[src/rtl/sc_player_position_register.sv]
// Player position register: holds the frog column as a one-hot row vector,
// shifts it on single-cycle left/right commands with edge saturation, and
// reports edge flags, blocked/illegal pulses and a saturating move counter.
module sc_player_position_register #(
  parameter int unsigned          DATAWIDTH     = 8,
  parameter logic [DATAWIDTH-1:0] INIT_POSITION = DATAWIDTH'(8'b00010000),
  parameter int unsigned          COUNTWIDTH    = 8
) (
  input  logic                  SC_PLAYER_STATEMACHINE_CLOCK_50,
  input  logic                  SC_PLAYER_STATEMACHINE_RESET_InHigh,
  input  logic [1:0]            SC_PLAYER_POSITION_ShiftSelection_In,
  input  logic                  SC_PLAYER_POSITION_Load_InLow,
  output logic [DATAWIDTH-1:0]  SC_PLAYER_POSITION_Data_Out,
  output logic                  SC_PLAYER_POSITION_AtLeftEdge_Out,
  output logic                  SC_PLAYER_POSITION_AtRightEdge_Out,
  output logic                  SC_PLAYER_POSITION_Blocked_Out,
  output logic                  SC_PLAYER_POSITION_Illegal_Out,
  output logic [COUNTWIDTH-1:0] SC_PLAYER_POSITION_MoveCount_Out
);

  localparam logic [1:0] CMD_HOLD    = 2'b00;
  localparam logic [1:0] CMD_LEFT    = 2'b01;
  localparam logic [1:0] CMD_RIGHT   = 2'b10;
  localparam logic [1:0] CMD_ILLEGAL = 2'b11;

  localparam logic [COUNTWIDTH-1:0] COUNT_MAX = {COUNTWIDTH{1'b1}};

  logic [DATAWIDTH-1:0]  data_q,    data_d;
  logic [COUNTWIDTH-1:0] count_q,   count_d;
  logic                  blocked_q, blocked_d;
  logic                  illegal_q, illegal_d;
  logic [COUNTWIDTH-1:0] count_inc;

  // Saturating successor of the move counter.
  always_comb begin
    count_inc = (count_q == COUNT_MAX) ? count_q : count_q + COUNTWIDTH'(1);
  end

  // Next-state: load, corruption recovery, then shift command decode.
  always_comb begin
    data_d    = data_q;
    count_d   = count_q;
    blocked_d = 1'b0;
    illegal_d = 1'b0;
    if (!SC_PLAYER_POSITION_Load_InLow) begin
      data_d  = INIT_POSITION;
      count_d = '0;
    end else if (data_q == '0) begin
      data_d = INIT_POSITION;
    end else begin
      case (SC_PLAYER_POSITION_ShiftSelection_In)
        CMD_LEFT: begin
          if (!data_q[DATAWIDTH-1]) begin
            data_d  = data_q << 1;
            count_d = count_inc;
          end else begin
            blocked_d = 1'b1;
          end
        end
        CMD_RIGHT: begin
          if (!data_q[0]) begin
            data_d  = data_q >> 1;
            count_d = count_inc;
          end else begin
            blocked_d = 1'b1;
          end
        end
        CMD_ILLEGAL: illegal_d = 1'b1;
        CMD_HOLD:    data_d    = data_q;
        default:     data_d    = data_q;
      endcase
    end
  end

  // State registers with asynchronous active-high reset.
  always_ff @(posedge SC_PLAYER_STATEMACHINE_CLOCK_50 or posedge SC_PLAYER_STATEMACHINE_RESET_InHigh) begin
    if (SC_PLAYER_STATEMACHINE_RESET_InHigh) begin
      data_q    <= INIT_POSITION;
      count_q   <= '0;
      blocked_q <= 1'b0;
      illegal_q <= 1'b0;
    end else begin
      data_q    <= data_d;
      count_q   <= count_d;
      blocked_q <= blocked_d;
      illegal_q <= illegal_d;
    end
  end

  // Outputs: registered state plus edge decodes of the position register.
  assign SC_PLAYER_POSITION_Data_Out        = data_q;
  assign SC_PLAYER_POSITION_AtLeftEdge_Out  = data_q[DATAWIDTH-1];
  assign SC_PLAYER_POSITION_AtRightEdge_Out = data_q[0];
  assign SC_PLAYER_POSITION_Blocked_Out     = blocked_q;
  assign SC_PLAYER_POSITION_Illegal_Out     = illegal_q;
  assign SC_PLAYER_POSITION_MoveCount_Out   = count_q;

endmodule

[config.mk]
export PLATFORM = sky130hd
export DESIGN_NAME = sc_player_position_register
export DESIGN_NICKNAME = d
export VERILOG_FILES = /design/src/rtl/sc_player_position_register.sv
export SDC_FILE = /design/constraint.sdc
export NUM_CORES = 1
export LEC_CHECK = 0
export ABC_AREA = 1
export CAP_MARGIN = 15
export CORE_UTILIZATION = 43
export CTS_CLUSTER_DIAMETER = 30
export DETAILED_ROUTE_END_ITERATION = 6
export PLACE_DENSITY_LB_ADDON = 0.05
export REMOVE_ABC_BUFFERS = 1
export SETUP_SLACK_MARGIN = 0.3
export SYNTH_ARGS = -nofsm -noshare
export SYNTH_HDL_FRONTEND = slang
export SYNTH_SLANG_ARGS = --single-unit
[constraint.sdc]
create_clock -name SC_PLAYER_STATEMACHINE_CLOCK_50 -period 2.4 [get_ports SC_PLAYER_STATEMACHINE_CLOCK_50]
set_clock_uncertainty 0.05 [all_clocks]
set_input_delay 0.24 -clock SC_PLAYER_STATEMACHINE_CLOCK_50 [delete_from_list [all_inputs] [get_ports SC_PLAYER_STATEMACHINE_CLOCK_50]]
set_output_delay 0.24 -clock SC_PLAYER_STATEMACHINE_CLOCK_50 [all_outputs]
set_load 0.02 [all_outputs]
# Word level (Yosys, flattened, before mapping)
# Cells that the tools add are included.
word_totals:
  ff_bits: 18
  input_bits: 5
  out_inout_bits: 20
  wordCells: 42
classes:
  add_sub_neg: 1
  n_eq_ne: 11
  mux: 19
  reduce_logical: 5
ops:
  columns: ["op", "count"]
  rows:
  - ["2-to-1 mux 8 bit", 9]
  - ["case mux 8 bit (2 select lines)", 2]
  - ["adder 8 x 1 -> 8 bit, second input constant", 1]
  - ["equality test 8 bit, second input constant", 1]
  - ["logical NOT 8 bit", 1]
  - ["inequality test 4 bit, second input constant", 2]
  - ["2-to-1 mux 1 bit", 7]
  - ["inequality test 3 bit, second input constant", 2]
  - ["equality test 2 bit, second input constant", 2]
  - ["inequality test 4 x 1 -> 1 bit, second input constant", 1]
  - ["AND reduction 2 bit", 2]
  - ["AND reduction 4 bit", 1]
  - ["inequality test 3 x 1 -> 1 bit, second input constant", 1]
  - ["AND reduction 3 bit", 1]
  - ["equality test 2 x 1 -> 1 bit, second input constant", 1]
  - ["inequality test 2 bit, second input constant", 1]
  - ["case mux 1 bit (2 select lines)", 1]

# Logic depth before layout (Yosys ltp)
# Gate-level depths: netlist of run 1.
logic_depth:
  depth_word: 6
  depth_mapped: 10
  depth_no_buf: 10

# Least setup slack after synthesis of run 1
# OpenSTA, ideal clock, no wires.
synth_timing:
  path_kind: "reg2reg"
  start: "register count_q[1], in the netlist SC_PLAYER_POSITION_MoveCount_Out[1]"
  end: "register count_q[7], in the netlist SC_PLAYER_POSITION_MoveCount_Out[7]"
  setup_ns: 0.117
  arrival_time_ns: 1.242
  required_time_ns: 2.233
  setup_slack_ns: 0.991
  stages_incl_launch_ff: 9
  n_path_buf: 0
  synth_period_minus_slack_ns: 1.409
  path_cell_list: "dfrtp_1 ha_1 nand2_2 nor2_4 nand2_2 nand2_4 nor2_2 nand3_1 nand2_1"
synth_via:
  elab_chain_cells: 6
  word_cells_on_any_way: 8
  classes_between: "add/sub: 1; eq/ne: 1; mux: 6"
synth_lines:
  columns: ["element", "line_no", "source"]
  rows:
  - ["from (decl)", "29", "logic [COUNTWIDTH-1:0] count_q, count_d;"]
  - ["from (signal assigned)", "84", "count_q <= count_d;"]
  - ["adder 8 x 1 -> 8 bit / equality test 8 bit (equally long branches)", "36", "count_inc = (count_q == COUNT_MAX) ? count_q : count_q + COUNTWIDTH'(1);"]
  - ["2-to-1 mux 8 bit *", "36", null]
  - ["2-to-1 mux 8 bit, on equally long branches", "61, 53", null]
  - ["case mux 8 bit (2 select lines) *", "51", "case (SC_PLAYER_POSITION_ShiftSelection_In)"]
  - ["2-to-1 mux 8 bit *", "48", "end else if (data_q == '0) begin"]
  - ["2-to-1 mux 8 bit *", "45", "if (!SC_PLAYER_POSITION_Load_InLow) begin"]
# Mark *: on every way between the ends. The rest lies on a longest branch, timed or not. The select of a mux whose other input is x is not followed.
# A chain may end at the register's enable or synchronous reset.

# Worst setup path in the final report of run 1
layout_timing:
  start: "register data_q[4], in the netlist SC_PLAYER_POSITION_Data_Out[4]"
  end: "output SC_PLAYER_POSITION_Data_Out[4]"
layout_rtl:
  columns: ["element", "line_no", "source"]
  rows:
  - ["from (decl)", "28", "logic [DATAWIDTH-1:0] data_q, data_d;"]
  - ["from (signal assigned)", "83", "data_q <= data_d;"]
  - ["to (decl)", "13", "output logic [DATAWIDTH-1:0] SC_PLAYER_POSITION_Data_Out,"]
# No word-level cell between the ends.

==> results by group, run 1 <==
Cells and area
  • Post-route design area: around 1500 um2
  • # fillers: ~250
  • Share of layout cells above drive strength 1: approximately 15%
  • Most frequent cells in the layout: 47 x nand2_1, 26 x inv_1, 24 x clkdlybuf4s50_1
  • Nets: between 200 and 250
  • Fin util: approximately three fifths
  • Leading cell type in the layout, fill and taps excluded: nand2_1
  • Layout Cells excl Fill: 221
  • Synthesis-to-layout area growth: 23.6%
  • Ant. Diodes: 0

Critical path
  • Worst-case reg-to-reg path depth: 8
  • Worst path buffer plus inverter count: 1
  • CP max FO: 3
  • Critical Path Start: SC_PLAYER_POSITION_Data_Out[4]
  • CP required: 2.11 ns
  • Crit path to: SC_PLAYER_POSITION_Data_Out[4]
  • Worst path depth: 1
  • Critical Path Max Stage Delay: roughly 0.6 ns
  • CP Launch Type: register
  • Worst Setup End Kind: output port
  • WP data arrival: approximately 1.5 ns
  • CP max-delay cell: clkdlybuf4s50_1
  • Worst path cell trace: clkdlybuf4s50_1
  • R2R Path End: SC_PLAYER_POSITION_MoveCount_Out[5]
  • Critical path class: reg2out
  • Reg2reg setup slack: roughly 0.94 ns
  • Reg2reg start: SC_PLAYER_POSITION_MoveCount_Out[0]
  • Crit path max-delay family: buffers and inverters

Detailed routing
  • Detail Route Antenna Nets: 0
  • Via count: 1100
  • Avg WL per Cell: between 10 and 15 um
  • Drc violations: 0
  • Initial drt markers: 42
  • Drt pass-1 iters: 5
  • WL final: roughly 2.7 mm
  • Via density: about 5.0

Outcome
  • Status: finished clean

STA
  • Slew of the pin with the lowest slew margin: 0.733 ns
  • Final max-slew violation count: 0
  • Sum Neg Setup Slack: 0 ns
  • Fin crit share: roughly 73%
  • Final setup vio count: 0
  • Setup repair after global routing missed its margin: false
  • Max Clk Rate: 0.571 GHz
  • Final Hold Fails: 0
  • Slew HR: between 50% and 60%
  • Min cycle time layout: 1.75 ns

CTS
  • H-tree Lvls: 1
  • Clock tree buffer depth: 2
  • CTS resizes: 0
  • Hold_buf cts: 0
  • TritonCTS clock tree: done
  • Clk_lat worst skew: a little over 0.3 ns
  • Clock sinks: 18
  • CTS Buf Count: 3
  • Worst-path clk slew: between 0.1 and 0.15 ns
  • Setup bufs post-CTS: 0
  • Clk root buf: clkbuf_4

Job
  • Max_cap viols: 0

Synthesis
  • Sequential area share after synthesis: around 37%
  • Post-synth cell types: 23
  • Cell taking the most area after synthesis: dfrtp_1
  • Post-synth EDFFs: 0
  • Mean Syn Cell Area: about 7.4 um2
  • Synth async-reset ratio: 100%
  • Main synth FF type: dfrtp_1
  • Top cells by area, synth: dfrtp_1 35%, nand2_1 14%, inv_1 8.0%
  • Syn Std Cell Area: approximately 1200 um2
  • Synth Instances: 165
  • Register bit count reported by yosys: 18
  • Ys Warns: 0
  • Share of the synthesized area in the top cell type: about a third

Global route
  • Number of antenna violations at the first check in global routing: 0
  • Largest net degree at the start of global routing: 19
  • First-pass GRT wire length: approximately 4.7 mm
  • Gr usage total: about a fifth
  • Gr ovfl total: 0
  • Vias in the first global route: 1059

Power
  • Static Leakage: between 0.7 and 0.8 nW
  • Final Power: roughly 0.66 mW
  • VDD IR max: ~0.38 mV
  • Pwr dens: 437 nW/um2

Worst hold path
  • Hold WC Path Type: in2async

Die
  • Starting density of the core: 47.2%
  • Boundary pin count: 25
  • DIE AREA: about 3000 um2
  • Area of the core: about 2600 um2
  • Die Width: 55.3 um
  • Die Ht: about 55 um
  • Cell Rows: 18

Placed design
  • Number of port buffers: 24
  • DP Cell Count: 217
  • Post-DP HPWL: approximately 2 mm
  • RePlAce Congestion: ~0.8
  • Placed cell area: between 1000 and 1500 um2
==> per-stage QoR <==
stage	hold WS (ns)	setup WS [ns]
floorplan	0.128	0.991
global placement	0.481	0.528
detailed placement	0.480	0.465
CTS	0.321	0.636
global route	0.347	0.605
finish	0.291	0.648
==> how the worst min path moves through the flow <==
stage	end	slack, ns
2_1_floorplan	SC_PLAYER_POSITION_Blocked_Out	0.13
3_3_place_gp	SC_PLAYER_POSITION_MoveCount_Out[7]	0.48
3_5_place_dp	SC_PLAYER_POSITION_MoveCount_Out[7]	0.48
4_1_cts	SC_PLAYER_POSITION_Data_Out[2]	0.32
5_1_grt	SC_PLAYER_POSITION_Data_Out[2]	0.35
6_report	SC_PLAYER_POSITION_Data_Out[2]	0.29
==> Yosys cell counts, types with 2 or more instances <==
master,number
nand2_2,6
dfrtp_1,17
nor2_4,2
xor2_1,3
o22ai_1,4
nand3_1,15
ha_1,4
o21ai_1,2
buf_4,2
nand2_1,47
nor2_2,3
o21ai_0,3
nor2_1,13
nor2_8,2
nand2_4,4
a21oi_1,2
inv_2,5
inv_1,26
==> routing by layer <==
layer | up-vias | wire length [um] | track usage [%]
met5 | - | 0 | 0
met1 | 508 | 1250 | 26.7
met2 | 31 | 1250 | 30.1
met3 | 4 | 143 | 2.81
li1 | 557 | - | -
met4 | 0 | 30 | 9.29
==> cells by family (layout without fill, tap and decap cells) <==
kind of cell | Yosys count | after routing | share of synthesized area, %
simple gates | 94 | 94 | 40.0
fa+ha+maj | 4 | 4 | 4.09
buf+inv | 34 | 60 | 11.3
compound gates | 12 | 12 | 5.52
xor+xnor | 3 | 3 | 2.15
flops | 18 | 18 | 36.9
==> state kept, by name, indices dropped and copies added, names as in the netlist <==
register and flops:
SC_PLAYER_POSITION_Data_Out 8, SC_PLAYER_POSITION_Blocked_Out 1, SC_PLAYER_POSITION_Illegal_Out 1, SC_PLAYER_POSITION_MoveCount_Out 8
==> cell type report <==
class | instances | area [um2] | share of cell area (%)
clock buffer | 4 | 26.3 | 1.74
inverter | 31 | 116 | 7.69
multi-input combinational | 113 | 633 | 41.9
sequential | 18 | 452 | 29.9
tap | 30 | 37.5 | 2.48
timing repair buffer | 25 | 248 | 16.4
==> power by group <==
part | internal, mW | total (mW) | switching [mW] | leakage (nW)
sequential | 0.316 | 0.327 | 0.0114 | 0.246
combinational | 0.0608 | 0.162 | 0.101 | 0.535
clock | 0.0649 | 0.172 | 0.108 | 0.0150
total | 0.441 | 0.661 | 0.220 | 0.796
Note: power is estimated with default switching activity, not from simulation.
==> run 2: changes to the inputs <==
- clock period: 2.4 -> 1.71 ns (I/O delays scaled with it)
==> run 2 against run 1 <==
Final cell count up 4.1%. Via count about the same. Setup slack worse by 0.34 ns. Critical path depth increased by 1. Total power increased by 41%. Routed wire length is 4.5% lower. Clock power up 30%. Critical path type unchanged. Highest routed layer unchanged.
==> results by group, run 2 (synthesized netlist as in run 1, its figures left out) <==
Critical path
  • WP data arrival: 1.18 ns (-0.28 ns)
  • Crit path to: SC_PLAYER_POSITION_MoveCount_Out[1]
  • CP required: 1.49 ns (-0.62 ns)
  • CP Launch Type: register
  • Worst Setup End Kind: output port
  • Worst path depth: 2 (+1)
  • Worst path buffer plus inverter count: 2 (+1)
  • Critical path class: reg2out
  • Reg2reg start: SC_PLAYER_POSITION_MoveCount_Out[1]
  • CP max-delay cell: dfrtp_1
  • Crit path max-delay family: buffers and inverters
  • Reg2reg setup slack: 0.37 ns (-0.57 ns)
  • Worst-case reg-to-reg path depth: 8 (unchanged)
  • Critical Path Start: SC_PLAYER_POSITION_MoveCount_Out[1]
  • Critical Path Max Stage Delay: 0.42 ns (-0.18 ns)
  • Worst path cell trace: buf_4, dlygate4sd2_1
  • R2R Path End: SC_PLAYER_POSITION_MoveCount_Out[3]
  • CP max FO: 3 (unchanged)

Die
  • Starting density of the core: 47.2% (unchanged)
  • Die Width: 55.3 um (unchanged)
  • DIE AREA: 3060 um2 (unchanged)
  • Area of the core: 2590 um2 (unchanged)
  • Cell Rows: 18 (unchanged)
  • Die Ht: 55.3 um (unchanged)
  • Boundary pin count: 25 (unchanged)

Cells and area
  • Nets: 210 (+4.5%)
  • Share of layout cells above drive strength 1: 22.0% (+7.3 points)
  • Leading cell type in the layout, fill and taps excluded: nand2_1
  • Fin util: 61.1% (+2.7 points)
  • Synthesis-to-layout area growth: 29.2%
  • Most frequent cells in the layout: 46 x nand2_1, 26 x inv_1, 20 x dlygate4sd2_1
  • Post-route design area: 1580 um2 (+4.5%)
  • # fillers: 233 (-7.5%)
  • Ant. Diodes: 0 (unchanged)

CTS
  • Clk root buf: clkbuf_4
  • H-tree Lvls: 1 (unchanged)
  • Clock tree buffer depth: 2 (unchanged)
  • TritonCTS clock tree: done
  • Worst-path clk slew: 0.11 ns (about the same)
  • Hold_buf cts: 0 (unchanged)
  • Clk_lat worst skew: 0.30 ns (about the same)
  • Clock sinks: 18 (unchanged)
  • CTS Buf Count: 3 (unchanged)

STA
  • Max Clk Rate: 0.712 GHz
  • Final max-slew violation count: 0 (unchanged)
  • Slew of the pin with the lowest slew margin: 0.254 ns (-0.480 ns)
  • Hold slack: 0.125 ns (-0.167 ns)
  • Worst setup margin: 0.305 ns (-0.344 ns)
  • Fin crit share: 82.2%
  • Min cycle time layout: ~1.4 ns
  • Final Hold Fails: 0 (unchanged)
  • Slew HR: 83.0% (+32 points)
  • Setup repair after global routing missed its margin: true
  • Final setup vio count: 0 (unchanged)

Placed design
  • Setup WS pre-CTS: -0.113 ns (-0.578 ns)
  • Post-DP HPWL: 1.93 mm (-4.1%)
  • RePlAce Congestion: 0.818 (+4.3%)
  • Placed cell area: 1520 um2 (+2.5%)
  • Number of port buffers: 24 (unchanged)

Power
  • VDD IR max: 0.467 mV (+24%)
  • Final Power: 0.932 mW (+41%)
  • Pwr dens: 589 nW/um2 (+35%)
  • Static Leakage: 0.941 nW (+18%)

Global route
  • Number of antenna violations at the first check in global routing: 0 (unchanged)
  • Vias in the first global route: 997 (-5.9%)
  • First-pass GRT wire length: 4.34 mm (-8.3%)
  • Gr usage total: 17.6% (-1.8 points)
  • Gr ovfl total: 0 (unchanged)
  • Largest net degree at the start of global routing: 19 (unchanged)

Outcome
  • Status: finished clean

Detailed routing
  • Initial drt markers: 17 (-60%)
  • Detail Route Antenna Nets: 0 (unchanged)
  • WL final: 2.56 mm (-4.5%)
  • Avg WL per Cell: 11.1 um (-8.2%)
  • Drc violations: 0 (unchanged)
  • Via count: 1101 (+0.091%)
  • Via density: 4.79 (-3.8%)
  • Drt pass-1 iters: 4 (-1)

Worst hold path
  • Hold WC Path Type: in2async

Job
  • Max_cap viols: 0 (unchanged)
run 2: repair_timing:
action,CTS,global route
gates resized for setup,24,10
pin swaps,2,6
hold endpoints to repair,0,0
setup endpoints to repair,33,18
buffers inserted,1,3
run 2: power by group:
part / switching (mW) / total [mW] / internal [mW]
combinational: 0.154 / 0.250 / 0.0962
clock: 0.133 / 0.224 / 0.0910
sequential: 0.0142 / 0.457 / 0.443
run 2: through the flow:
step | cells | setup TNS, ns
global route | 230 | 0
finish | 230 | 0
floorplan | 162 | 0
detailed placement | 222 | -1.25
CTS | 227 | 0
global placement | 222 | -0.570
run 2: worst min-delay path: cells and delay by family:
kind | cells | cell delay (ns)
buffers and inverters | 3 | 0.69
run 2: layout make-up:
| type | count | area, um2 | area share, % |
|---|---|---|---|
| well taps | 30 | 37.5 | 2.37 |
| multi-input cells | 113 | 662 | 41.9 |
| inverters | 31 | 116 | 7.36 |
| repair buffers | 34 | 285 | 18.0 |
| flip-flops and latches | 18 | 454 | 28.7 |
| clock buffers | 4 | 26.3 | 1.66 |
run 2: worst min path at each step:
stage	endpoint	slack [ns]
after CTS	SC_PLAYER_POSITION_Data_Out[6]	0.12
after detailed placement	SC_PLAYER_POSITION_Data_Out[2]	0.46
after global routing	SC_PLAYER_POSITION_Data_Out[6]	0.13
after global placement	SC_PLAYER_POSITION_MoveCount_Out[6]	0.46
final	SC_PLAYER_POSITION_Data_Out[6]	0.12
after floorplan	SC_PLAYER_POSITION_Blocked_Out	0.06
run 2: metal layers:
layer  GRT usage [%]  share of wire (%)
met1            23.3                 49
met5               0                  0
met3            5.39                4.2
met4            6.43                1.4
met2            27.0                 45
